===== src/rtl/gcd_pkg.sv =====
// Shared types for the GCD dispatch sequencer: operand pair and FSM state.
package gcd_pkg;

  localparam int W = 15;

  typedef struct packed {
    logic [W-1:0] a;
    logic [W-1:0] b;
  } gcd_pair_t;

  typedef enum logic [1:0] {
    IDLE  = 2'd0,
    ISSUE = 2'd1,
    ARM   = 2'd2,
    WAIT  = 2'd3
  } gcd_state_t;

endpackage


===== src/rtl/gcd_dispatch_fifo.sv =====
// Operand-pair FIFO: power-of-two depth, pointers wrap naturally, occupancy counter.
module gcd_dispatch_fifo #(
  parameter int DEPTH = 4,
  parameter int DW    = 30
) (
  input  logic                   clk,
  input  logic                   rst_n,
  input  logic                   push_i,
  input  logic [DW-1:0]          wdata_i,
  input  logic                   pop_i,
  output logic [DW-1:0]          rdata_o,
  output logic                   full_o,
  output logic                   empty_o,
  output logic [$clog2(DEPTH):0] count_o
);

  localparam int AW = $clog2(DEPTH);

  logic [DW-1:0] mem_q [DEPTH];
  logic [AW-1:0] wptr_q, rptr_q;
  logic [AW:0]   count_q;
  logic          do_push, do_pop;

  assign full_o  = (count_q == (AW+1)'(DEPTH));
  assign empty_o = (count_q == '0);
  assign do_push = push_i & ~full_o;
  assign do_pop  = pop_i & ~empty_o;
  assign rdata_o = mem_q[rptr_q];
  assign count_o = count_q;

  // Storage carries no reset; only entries between the pointers are ever read.
  always_ff @(posedge clk) begin
    if (do_push) mem_q[wptr_q] <= wdata_i;
  end

  always_ff @(posedge clk or negedge rst_n) begin
    if (!rst_n) begin
      wptr_q  <= '0;
      rptr_q  <= '0;
      count_q <= '0;
    end else begin
      if (do_push) wptr_q <= wptr_q + 1'b1;
      if (do_pop)  rptr_q <= rptr_q + 1'b1;
      case ({do_push, do_pop})
        2'b10:   count_q <= count_q + 1'b1;
        2'b01:   count_q <= count_q - 1'b1;
        default: count_q <= count_q;
      endcase
    end
  end

endmodule


===== src/rtl/gcd_dispatch.sv =====
// GCD core sequencer: buffers operand pairs, runs one core job at a time,
// masks stale done / non-termination, and returns ordered results with an error flag.
module gcd_dispatch
  import gcd_pkg::*;
#(
  parameter int W       = gcd_pkg::W,
  parameter int DEPTH   = 4,
  parameter int TIMEOUT = 65535
) (
  input  logic                   clk,
  input  logic                   reset,
  input  logic                   in_valid,
  output logic                   in_ready,
  input  logic [W-1:0]           in_a,
  input  logic [W-1:0]           in_b,
  output logic                   core_start,
  output logic [W-1:0]           core_a,
  output logic [W-1:0]           core_b,
  input  logic [W-1:0]           core_res,
  input  logic                   core_done,
  output logic                   out_valid,
  input  logic                   out_ready,
  output logic [W-1:0]           out_res,
  output logic                   out_err,
  output logic                   busy,
  output logic [$clog2(DEPTH):0] fifo_count
);

  localparam int CW = $clog2(TIMEOUT + 1);

  gcd_pair_t  wr_pair, head;
  logic       full, empty, push, dispatch;

  gcd_state_t state_q, state_d;
  logic [CW-1:0] cnt_q, cnt_d;
  logic [W-1:0]  core_a_q, core_a_d, core_b_q, core_b_d;
  logic [W-1:0]  out_res_q, out_res_d;
  logic          out_valid_q, out_valid_d, out_err_q, out_err_d;

  assign wr_pair = gcd_pair_t'({in_a, in_b});
  assign push    = in_valid & ~full;

  // A new job may only leave the FIFO once the output slot is free this cycle.
  assign dispatch = (state_q == IDLE) & ~empty & (~out_valid_q | out_ready);

  gcd_dispatch_fifo #(
    .DEPTH (DEPTH),
    .DW    ($bits(gcd_pair_t))
  ) u_fifo (
    .clk     (clk),
    .rst_n   (reset),
    .push_i  (push),
    .wdata_i (wr_pair),
    .pop_i   (dispatch),
    .rdata_o (head),
    .full_o  (full),
    .empty_o (empty),
    .count_o (fifo_count)
  );

  always_comb begin
    state_d     = state_q;
    cnt_d       = cnt_q;
    core_a_d    = core_a_q;
    core_b_d    = core_b_q;
    out_valid_d = out_valid_q & ~out_ready;
    out_res_d   = out_res_q;
    out_err_d   = out_err_q;
    case (state_q)
      IDLE: begin
        if (dispatch) begin
          // a==0 would never terminate in the core; gcd(0,b)=b is answered here.
          if (head.a == '0) begin
            out_valid_d = 1'b1;
            out_res_d   = head.b;
            out_err_d   = 1'b0;
          end else begin
            core_a_d = head.a;
            core_b_d = head.b;
            state_d  = ISSUE;
          end
        end
      end
      ISSUE: state_d = ARM;
      ARM: begin
        // core_done still reflects the previous job here.
        cnt_d   = '0;
        state_d = WAIT;
      end
      WAIT: begin
        if (core_done) begin
          out_valid_d = 1'b1;
          out_res_d   = core_res;
          out_err_d   = 1'b0;
          state_d     = IDLE;
        end else if (cnt_q == CW'(TIMEOUT - 1)) begin
          out_valid_d = 1'b1;
          out_res_d   = '0;
          out_err_d   = 1'b1;
          state_d     = IDLE;
        end else begin
          cnt_d = cnt_q + 1'b1;
        end
      end
      default: state_d = IDLE;
    endcase
  end

  always_ff @(posedge clk or negedge reset) begin
    if (!reset) begin
      state_q     <= IDLE;
      cnt_q       <= '0;
      core_a_q    <= '0;
      core_b_q    <= '0;
      out_valid_q <= 1'b0;
      out_res_q   <= '0;
      out_err_q   <= 1'b0;
    end else begin
      state_q     <= state_d;
      cnt_q       <= cnt_d;
      core_a_q    <= core_a_d;
      core_b_q    <= core_b_d;
      out_valid_q <= out_valid_d;
      out_res_q   <= out_res_d;
      out_err_q   <= out_err_d;
    end
  end

  assign in_ready   = ~full;
  assign core_start = (state_q == ISSUE);
  assign core_a     = core_a_q;
  assign core_b     = core_b_q;
  assign out_valid  = out_valid_q;
  assign out_res    = out_res_q;
  assign out_err    = out_err_q;
  assign busy       = (state_q != IDLE) | ~empty;

endmodule


===== config.mk =====
export PLATFORM = sky130hd
export DESIGN_NAME = gcd_dispatch
export DESIGN_NICKNAME = d
export VERILOG_FILES = /design/src/rtl/gcd_pkg.sv /design/src/rtl/gcd_dispatch_fifo.sv /design/src/rtl/gcd_dispatch.sv
export SDC_FILE = /design/constraint.sdc
export NUM_CORES = 1
export LEC_CHECK = 0
export BUFFER_PORTS_ARGS = -buffer_cell sky130_fd_sc_hd__buf_4
export CAP_MARGIN = 20
export CORE_UTILIZATION = 62
export CTS_BUF_LIST = sky130_fd_sc_hd__clkbuf_4 sky130_fd_sc_hd__clkbuf_8 sky130_fd_sc_hd__clkbuf_16
export DETAILED_ROUTE_END_ITERATION = 6
export GPL_TIMING_DRIVEN = 0
export PLACE_DENSITY = 0.89
export SETUP_SLACK_MARGIN = 0.05
export SLEW_MARGIN = 5
export SYNTH_ARGS = -nofsm -noshare
export SYNTH_HDL_FRONTEND = slang
export SYNTH_HIERARCHICAL = 1
export SYNTH_SLANG_ARGS = --single-unit

===== constraint.sdc =====
create_clock -name clk -period 5.5 [get_ports clk]
set_input_delay 1.1 -clock clk [delete_from_list [all_inputs] [get_ports clk]]
set_output_delay 1.1 -clock clk [all_outputs]
set_load 0.02 [all_outputs]

==> reports/qor.yml, run 1 <==
max-cap-violations: 0
holdBufCountCts: 0
grt.overflow.total: 0
finalHoldViolCount: 0
grt_pass1_vias: 4729
crit_chain: "inv_1, ha_1, inv_1, nor3_1, o31a_1, ha_1, inv_1, fa_1, xor2_1, nor2_1, xor2_1"
clkTransAtPathRegs_ns: 0.07
hold_path.class: "register to register"
root_buffer: "clkbuf_16"
setup_violations: 0
fmax_ghz: 0.3151
grt_pass1_wl_um: 25110
cts_made_buffers: 17
worstPathRequired_ns: 5.86
gp_congestion: 0.8528
grt_setup_unrepaired: "false"
routed_wl_um: 16270
synth.distinct_cells: 50
core-area_sq_um: 12260
cts_resized: 0
finalCriticalPeriod_ns: 3.174
cp-end-kind: "register"
dr.pass1.iters: 5
clockBufferDepth: 2
grt_usage_pct: 26.77
ys_ff_latch: 192
p_leak_nw: 3.667
antenna_left: 0
status: "complete, no violations"
yosys_warnings: 6
drive_above_1_share_pct: 37.77
setup_tns_ns: 0
path_buf_inv: 3
via_per_inst: 5.746
synthToLayoutAreaGrowth_pct: 19.76
tightest_slew_ns: 0.9181
ys_seq_area_share_pct: 68.13
synth.avg_cell_area_sq_um: 16.70
initial_utilization_pct: 64.70
crit_fanout: 4
cts_tree: "done"
die-area_sq_um: 13250
finalMaxSlewViolations: 0
fin_util_pct: 77.49
skew_ns: 0.01140
criticalPathCategory: "register to register"
post_cts_buffers: 0
cts_max_level: 4
drc: 0
die_x_um: 115.1
grt_max_degree: 73
synth_top_flop_cell: "edfxtp_1"
crit_family: "simple AND/OR/NAND/NOR gates"
ir_worst_vdd_mv: 0.3612
synthArstFlopShare_pct: 37.50
clock-sinks: 192
worstPathArrival_ns: 3.53
pin_count: 103
netlist_area_sq_um: 7934
crit_cells: 11
wire_per_inst_um: 20.94
num_vias: 4465
crit_slowest_cell: "nor3_1"
powerDensity_nw_per_um2: 589.7
io_buffers: 102
synth_edf_count: 120
antenna_cells: 0
postSynthCellCount: 475
nNetsFinal: 659
syn_nets: 538
worstSkewPairLatency_ns: 0.43
cp-start-kind: "register"
finalCritPeriodShare_pct: 57.71
worstHoldPathCells: 2
rr_worst_depth: 11
cpMostUsedCell: "inv_1"
slew_headroom_pct: 38.79
hpwlAfterDp_um: 10790
rows: 40
die_height_um: 115.1
antenna_found_initial: 0
cpPeakStageDelay_ns: 0.72
drtIter0Drc: 373
final cells by class:
class                      instances  area [sq um]
multi-input combinational        251          2321
sequential                       192          5405
inverter                          13         48.80
timing repair buffer             102         765.7
fill                             642          2760
clock buffer                      21         467.9
tap                              168         210.2
buffer                            19         163.9
clock inverter                    11         118.9
metrics by stage:
step	total power (W)	cell area [sq um]	cells	worst slack [ns]	hold WS, ns
finish	0.005603	9502	777	2.326	0.5169
global route	0.005866	9502	777	2.136	0.5241
CTS	0.005635	9502	777	2.352	0.5173
detailed placement	0.004402	8915	745	1.973	0.4917
global placement	0.004293	8910	745	2.058	0.4646
floorplan	0.003640	7934	475	2.747	0.4493
cells in the mapped netlist (all sizes together) (7+ instances only):
cell,number,area [sq um]
xnor2,9,78.83
and2,7,43.80
mux2,29,330.3
nor2,16,60.06
buf,15,148.9
nand3,8,40.04
ha,12,150.1
o21ai,7,38.79
a21oi,48,277.8
nor2b,21,133.9
inv,13,48.80
edfxtp,120,3603
mux4,30,683.2
nand2,16,60.06
dfrtp,72,1802
cells by family after synthesis:
group           Yosys count  share of synthesized area (%)
fa+ha+maj                13                          2.145
xor+xnor                 14                          1.546
mux                      62                          13.15
flops                   192                          68.13
compound gates           64                          5.110
buf+inv                  32                          2.681
simple gates             98                          7.239
per-layer routing:
layer  track usage (%)  wire length [um]  vias to the layer above
met1             33.69              6324                     2244
met2             44.42              8499                      159
met5                 0                 0                        -
li1                  -                 -                     2039
met4             9.524               279                        0
met3             8.329              1168                       23
state kept, by name, indices dropped and copies added (netlist names):
name	flops
cnt_q	16
core_a	15
core_b	15
out_err	1
out_res	15
out_valid	1
state_q	2
u_fifo/count_o	3
u_fifo/mem_q	120
u_fifo/rptr_q	2
u_fifo/wptr_q	2
path summary, 6_finish.rpt:
| check | start | endpoint | slack, ns |
|---|---|---|---|
| worst max-delay path | state_q[0]$_DFFE_PN0P_ | u_fifo/count_o[2]$_DFFE_PN0P_ | 2.33 |
| worst min-delay path | out_res[13]$_DFFE_PN0P_ | out_res[13]$_DFFE_PN0P_ | 0.52 |
| worst min register to register | out_res[13]$_DFFE_PN0P_ | out_res[13]$_DFFE_PN0P_ | 0.52 |
| worst max register to register | state_q[0]$_DFFE_PN0P_ | u_fifo/count_o[2]$_DFFE_PN0P_ | 2.33 |
| max in group asynchronous | reset | core_b[6]$_DFFE_PN0P_ | 4.10 |
| min in group asynchronous | reset | core_a[13]$_DFFE_PN0P_ | 0.82 |
report_power, final:
part           switching [W]  internal (W)
clock network       0.000541      0.000672
registers           0.000201       0.00197
logic                0.00122       0.00100
total                0.00196       0.00364
placed cells by master (no fill, tap or decap), drive strengths merged, types with 8 or more instances in the layout:
cell,count
dfrtp,72
mux2,29
xnor2,9
nand3,8
edfxtp,120
nor2b,21
mux4,30
buf,117
nand2,16
nor2,16
a21oi,48
inv,19
clkbuf,25
ha,12
worst register-to-register path: cells and delay by family (launching register included):
family	cells	cell delay (ns)
simple gates	2	0.86
fa+ha+maj	3	0.82
flops	1	0.41
compound gates	1	0.36
buf+inv	3	0.34
xor+xnor	2	0.31
No activity file was read; power rests on OpenSTA's default activity.
==> inputs of run 2 (changes only) <==
ABC_AREA = 1   (was not set)
CORE_UTILIZATION = 53   (was 62)
PLACE_DENSITY = 0.8   (was 0.89)
clock period = 2.7 ns   (was 5.5 ns; I/O delays follow)
==> run 2 against run 1 <==
Global-route usage shrank 2.6 points. First-iteration DRC count grew 30%. Die area grew 28%. Highest routed layer unchanged. Synthesized cell count grew 80%. Final area grew 11%. Total power grew 120%. Sequential power grew 100%. Count of clock-buffer cells in the layout shrank 4. Critical path type unchanged. Hold slack lost 0.28 ns.
==> reports/qor.yml, run 2 <==
multi_input_area_sq_um: 2644  # was 2321 sq um
worstPathRequired_ns: 3.03  # was 5.86 ns
yosysMostFrequentCell: "nand2_1"  # was edfxtp_1
rows: 46  # was 40
grt.overflow.total: 0  # unchanged
clock-sinks: 192  # unchanged
drc: 0  # unchanged
final_cell_mix: "250 x nand2_1, 120 x edfxtp_1, 112 x inv_1"  # was 120 x edfxtp_1, 105 x buf_4, 72 x dfrtp_1
postLayoutCellArea_sq_um: 10530  # was 9502 sq um
synth.avg_cell_area_sq_um: 10.16  # was 16.70 sq um
cp-start-kind: "register"  # unchanged
skew_ns: 0.01319  # was 0.01140 ns
placed_cell_area_sq_um: 9853  # was 8915 sq um
synth_common_cells: "250 x nand2_1, 120 x edfxtp_1, 112 x inv_1, 72 x dfrtp_1, 67 x nand3_1"  # was 120 x edfxtp_1, 72 x dfrtp_1, 38 x a21oi_1, 28 x mux2_2, 28 x mux4_2
final_common_cell: "nand2_1"  # was edfxtp_1
routed_wl_um: 19440  # was 16270 um
yosys_warnings: 6  # unchanged
regMostFlops: "u_fifo/mem_q"  # unchanged
hpwlAfterDp_um: 13480  # was 10790 um
root_buffer: "clkbuf_16"  # unchanged
wire_per_inst_um: 16.03  # was 20.94 um
antenna_cells: 0  # unchanged
io_buffers: 101  # was 102
regArea_sq_um: 5405  # unchanged
core-area_sq_um: 15940  # was 12260 sq um
gp_congestion: 0.8574  # was 0.8528
synthToLayoutAreaGrowth_pct: 21.21  # was 19.76%
synth_edf_count: 120  # unchanged
synth_area_leader_cell: "edfxtp_1"  # unchanged
via_per_inst: 5.218  # was 5.746
largest_reg_flops: 120  # unchanged
finalCriticalPeriod_ns: 2.487  # was 3.174 ns
syn_nets: 918  # was 538
initial_utilization_pct: 54.47  # was 64.70%
synth_top_area_share_pct: 41.49  # was 45.42%
hold_slack_ns: 0.2361  # was 0.5169 ns
ir_worst_vdd_mv: 0.5182  # was 0.3612 mV
antenna_left: 0  # unchanged
worstSkewPairLatency_ns: 0.44  # was 0.43 ns
hold_path.class: "primary input to async pin"  # was register to register
cp-end-kind: "register"  # unchanged
criticalPathCategory: "register to register"  # unchanged
synth_top_flop_cell: "edfxtp_1"  # unchanged
nFillCells: 1230  # was 642
reg.largest.list: "u_fifo/mem_q x120, cnt_q x16"  # unchanged
grt_pass1_vias: 6097  # was 4729
max-cap-violations: 0  # unchanged
grt_max_degree: 73  # unchanged
ys_seq_area_share_pct: 62.24  # was 68.13%
finalHoldViolCount: 0  # unchanged
dr.pass1.iters: 5  # unchanged
slew_headroom_pct: 39.64  # was 38.79%
power_w: 0.01210  # was 0.005603 W
grt_setup_unrepaired: "false"  # unchanged
grt_pass1_wl_um: 30450  # was 25110 um
tightest_slew_ns: 0.9054  # was 0.9181 ns
p_leak_nw: 4.720  # was 3.667 nW
die_height_um: 130.0  # was 115.1 um
fin_util_pct: 66.03  # was 77.49%
rr_worst_depth: 15  # was 11
crit_fanout: 10  # was 4
worstPathArrival_ns: 2.81  # was 3.53 ns
cts_made_buffers: 17  # unchanged
cts_max_level: 4  # unchanged
holdBufCountCts: 0  # unchanged
nNetsFinal: 1047  # was 659
die-area_sq_um: 16900  # was 13250 sq um
powerDensity_nw_per_um2: 1149  # was 589.7 nW/um^2
setup_violations: 0  # unchanged
synth.distinct_cells: 31  # was 50
antenna_found_initial: 0  # unchanged
finalWorstSetupSlack_ns: 0.2135  # was 2.326 ns
drtIter0Drc: 486  # was 373
clockBufferDepth: 2  # unchanged
status: "complete, no violations"  # unchanged
finalMaxSlewViolations: 0  # unchanged
synthArstFlopShare_pct: 37.50  # unchanged
pin_count: 103  # unchanged
fmax_ghz: 0.4022  # was 0.3151 GHz
num_vias: 6330  # was 4465
drive_above_1_share_pct: 20.26  # was 37.77%
ys_ff_latch: 192  # unchanged
die_x_um: 130.0  # was 115.1 um
dp_worst_setup_slack_ns: -0.02286  # was 1.973 ns
postSynthCellCount: 855  # was 475
synth_area_leaders: "edfxtp_1 41%, dfrtp_1 21%, nand2_1 11%, o211ai_1 5.2%, inv_1 4.8%"  # was edfxtp_1 45%, dfrtp_1 23%, mux4_2 7.9%, mux2_2 4.0%, a21oi_1 2.4%
grt_usage_pct: 24.15  # was 26.77%
finalCritPeriodShare_pct: 92.09  # was 57.71%
netlist_area_sq_um: 8685  # was 7934 sq um
clkTransAtPathRegs_ns: 0.07  # about the same
cts_tree: "done"  # unchanged
-- run 2: per-stage QoR --
step	setup TNS (ns)	cells
after floorplan	-12.59	855
after global placement	-127.33	1172
after global routing	0	1213
after CTS	0	1208
after detailed placement	-0.02286	1176
final	0	1213
-- run 2: path summary, 6_finish.rpt --
kind	from	to	slack [ns]
min reg2reg	out_res[13]$_DFFE_PN0P_	out_res[13]$_DFFE_PN0P_	0.48
max	u_fifo/rptr_q[0]$_DFFE_PN0P_	out_res[14]$_DFFE_PN0P_	0.21
min in group clk	in_a[7]	u_fifo/mem_q[0][22]$_DFFE_PP_	0.30
max reg2reg	u_fifo/rptr_q[0]$_DFFE_PN0P_	out_res[14]$_DFFE_PN0P_	0.21
max in group asynchronous	reset	core_b[4]$_DFFE_PN0P_	1.88
min	reset	cnt_q[6]$_DFFE_PN0P_	0.24
-- run 2: cells by family after synthesis --
group	Yosys count	synth area share (%)
XOR/XNOR	8	0.8068
buffers and inverters	152	7.866
flip-flops	192	62.24
AND/OR/NAND/NOR	382	18.99
adder cells (fa/ha/maj)	13	1.959
AO/OA/AOI/OAI	108	8.140
-- run 2: final cells by class --
| type | instances | share of cell area (%) |
|---|---|---|
| clock inverter | 15 | 1.735 |
| buffer | 36 | 2.449 |
| sequential | 192 | 51.35 |
| clock buffer | 17 | 4.041 |
| inverter | 116 | 4.136 |
| tap | 216 | 2.567 |
| multi-input combinational | 511 | 25.12 |
| timing repair buffer | 110 | 8.606 |
-- run 2: timing repair --
item / 4_1_cts / 5_1_grt
gates resized for setup: 1 / 11
endpoints found under the setup margin: 1 / 49
gates cloned: 0 / 0
pin swaps: 1 / 1
hold endpoints to repair: 0 / 0
setup buffers: 0 / 5
-- run 2: power by group --
group	leakage, nW	internal (W)	switching [W]	total [W]
Combinational	2.41	0.00186	0.00328	0.00515
Clock	0.298	0.00141	0.00118	0.00260
Sequential	2.02	0.00396	0.000394	0.00435
Total	4.72	0.00723	0.00486	0.0121
-- run 2: layer usage --
layer  up-vias  part of all wire (%)  GRT usage (%)
met5         -                     0              0
met3        33                   5.5          5.125
met1      2996                    42          31.24
li1       3087                     -              -
met2       214                    50          40.26
met4         0                   2.0          8.892
-- run 2: critical path: stages, from the launching register on --
cell      delay [ns]
dfrtp_1         0.42
inv_2           0.10
buf_6           0.17
buf_6           0.16
nand2_1         0.07
o211ai_1        0.08
nand2_1         0.10
nor2_1          0.16
nand2_1         0.06
nor2_1          0.22
nand3_1         0.26
nand2_4         0.19
nand3_4         0.12
buf_6           0.17
nand2_1         0.05
nand2_1         0.05
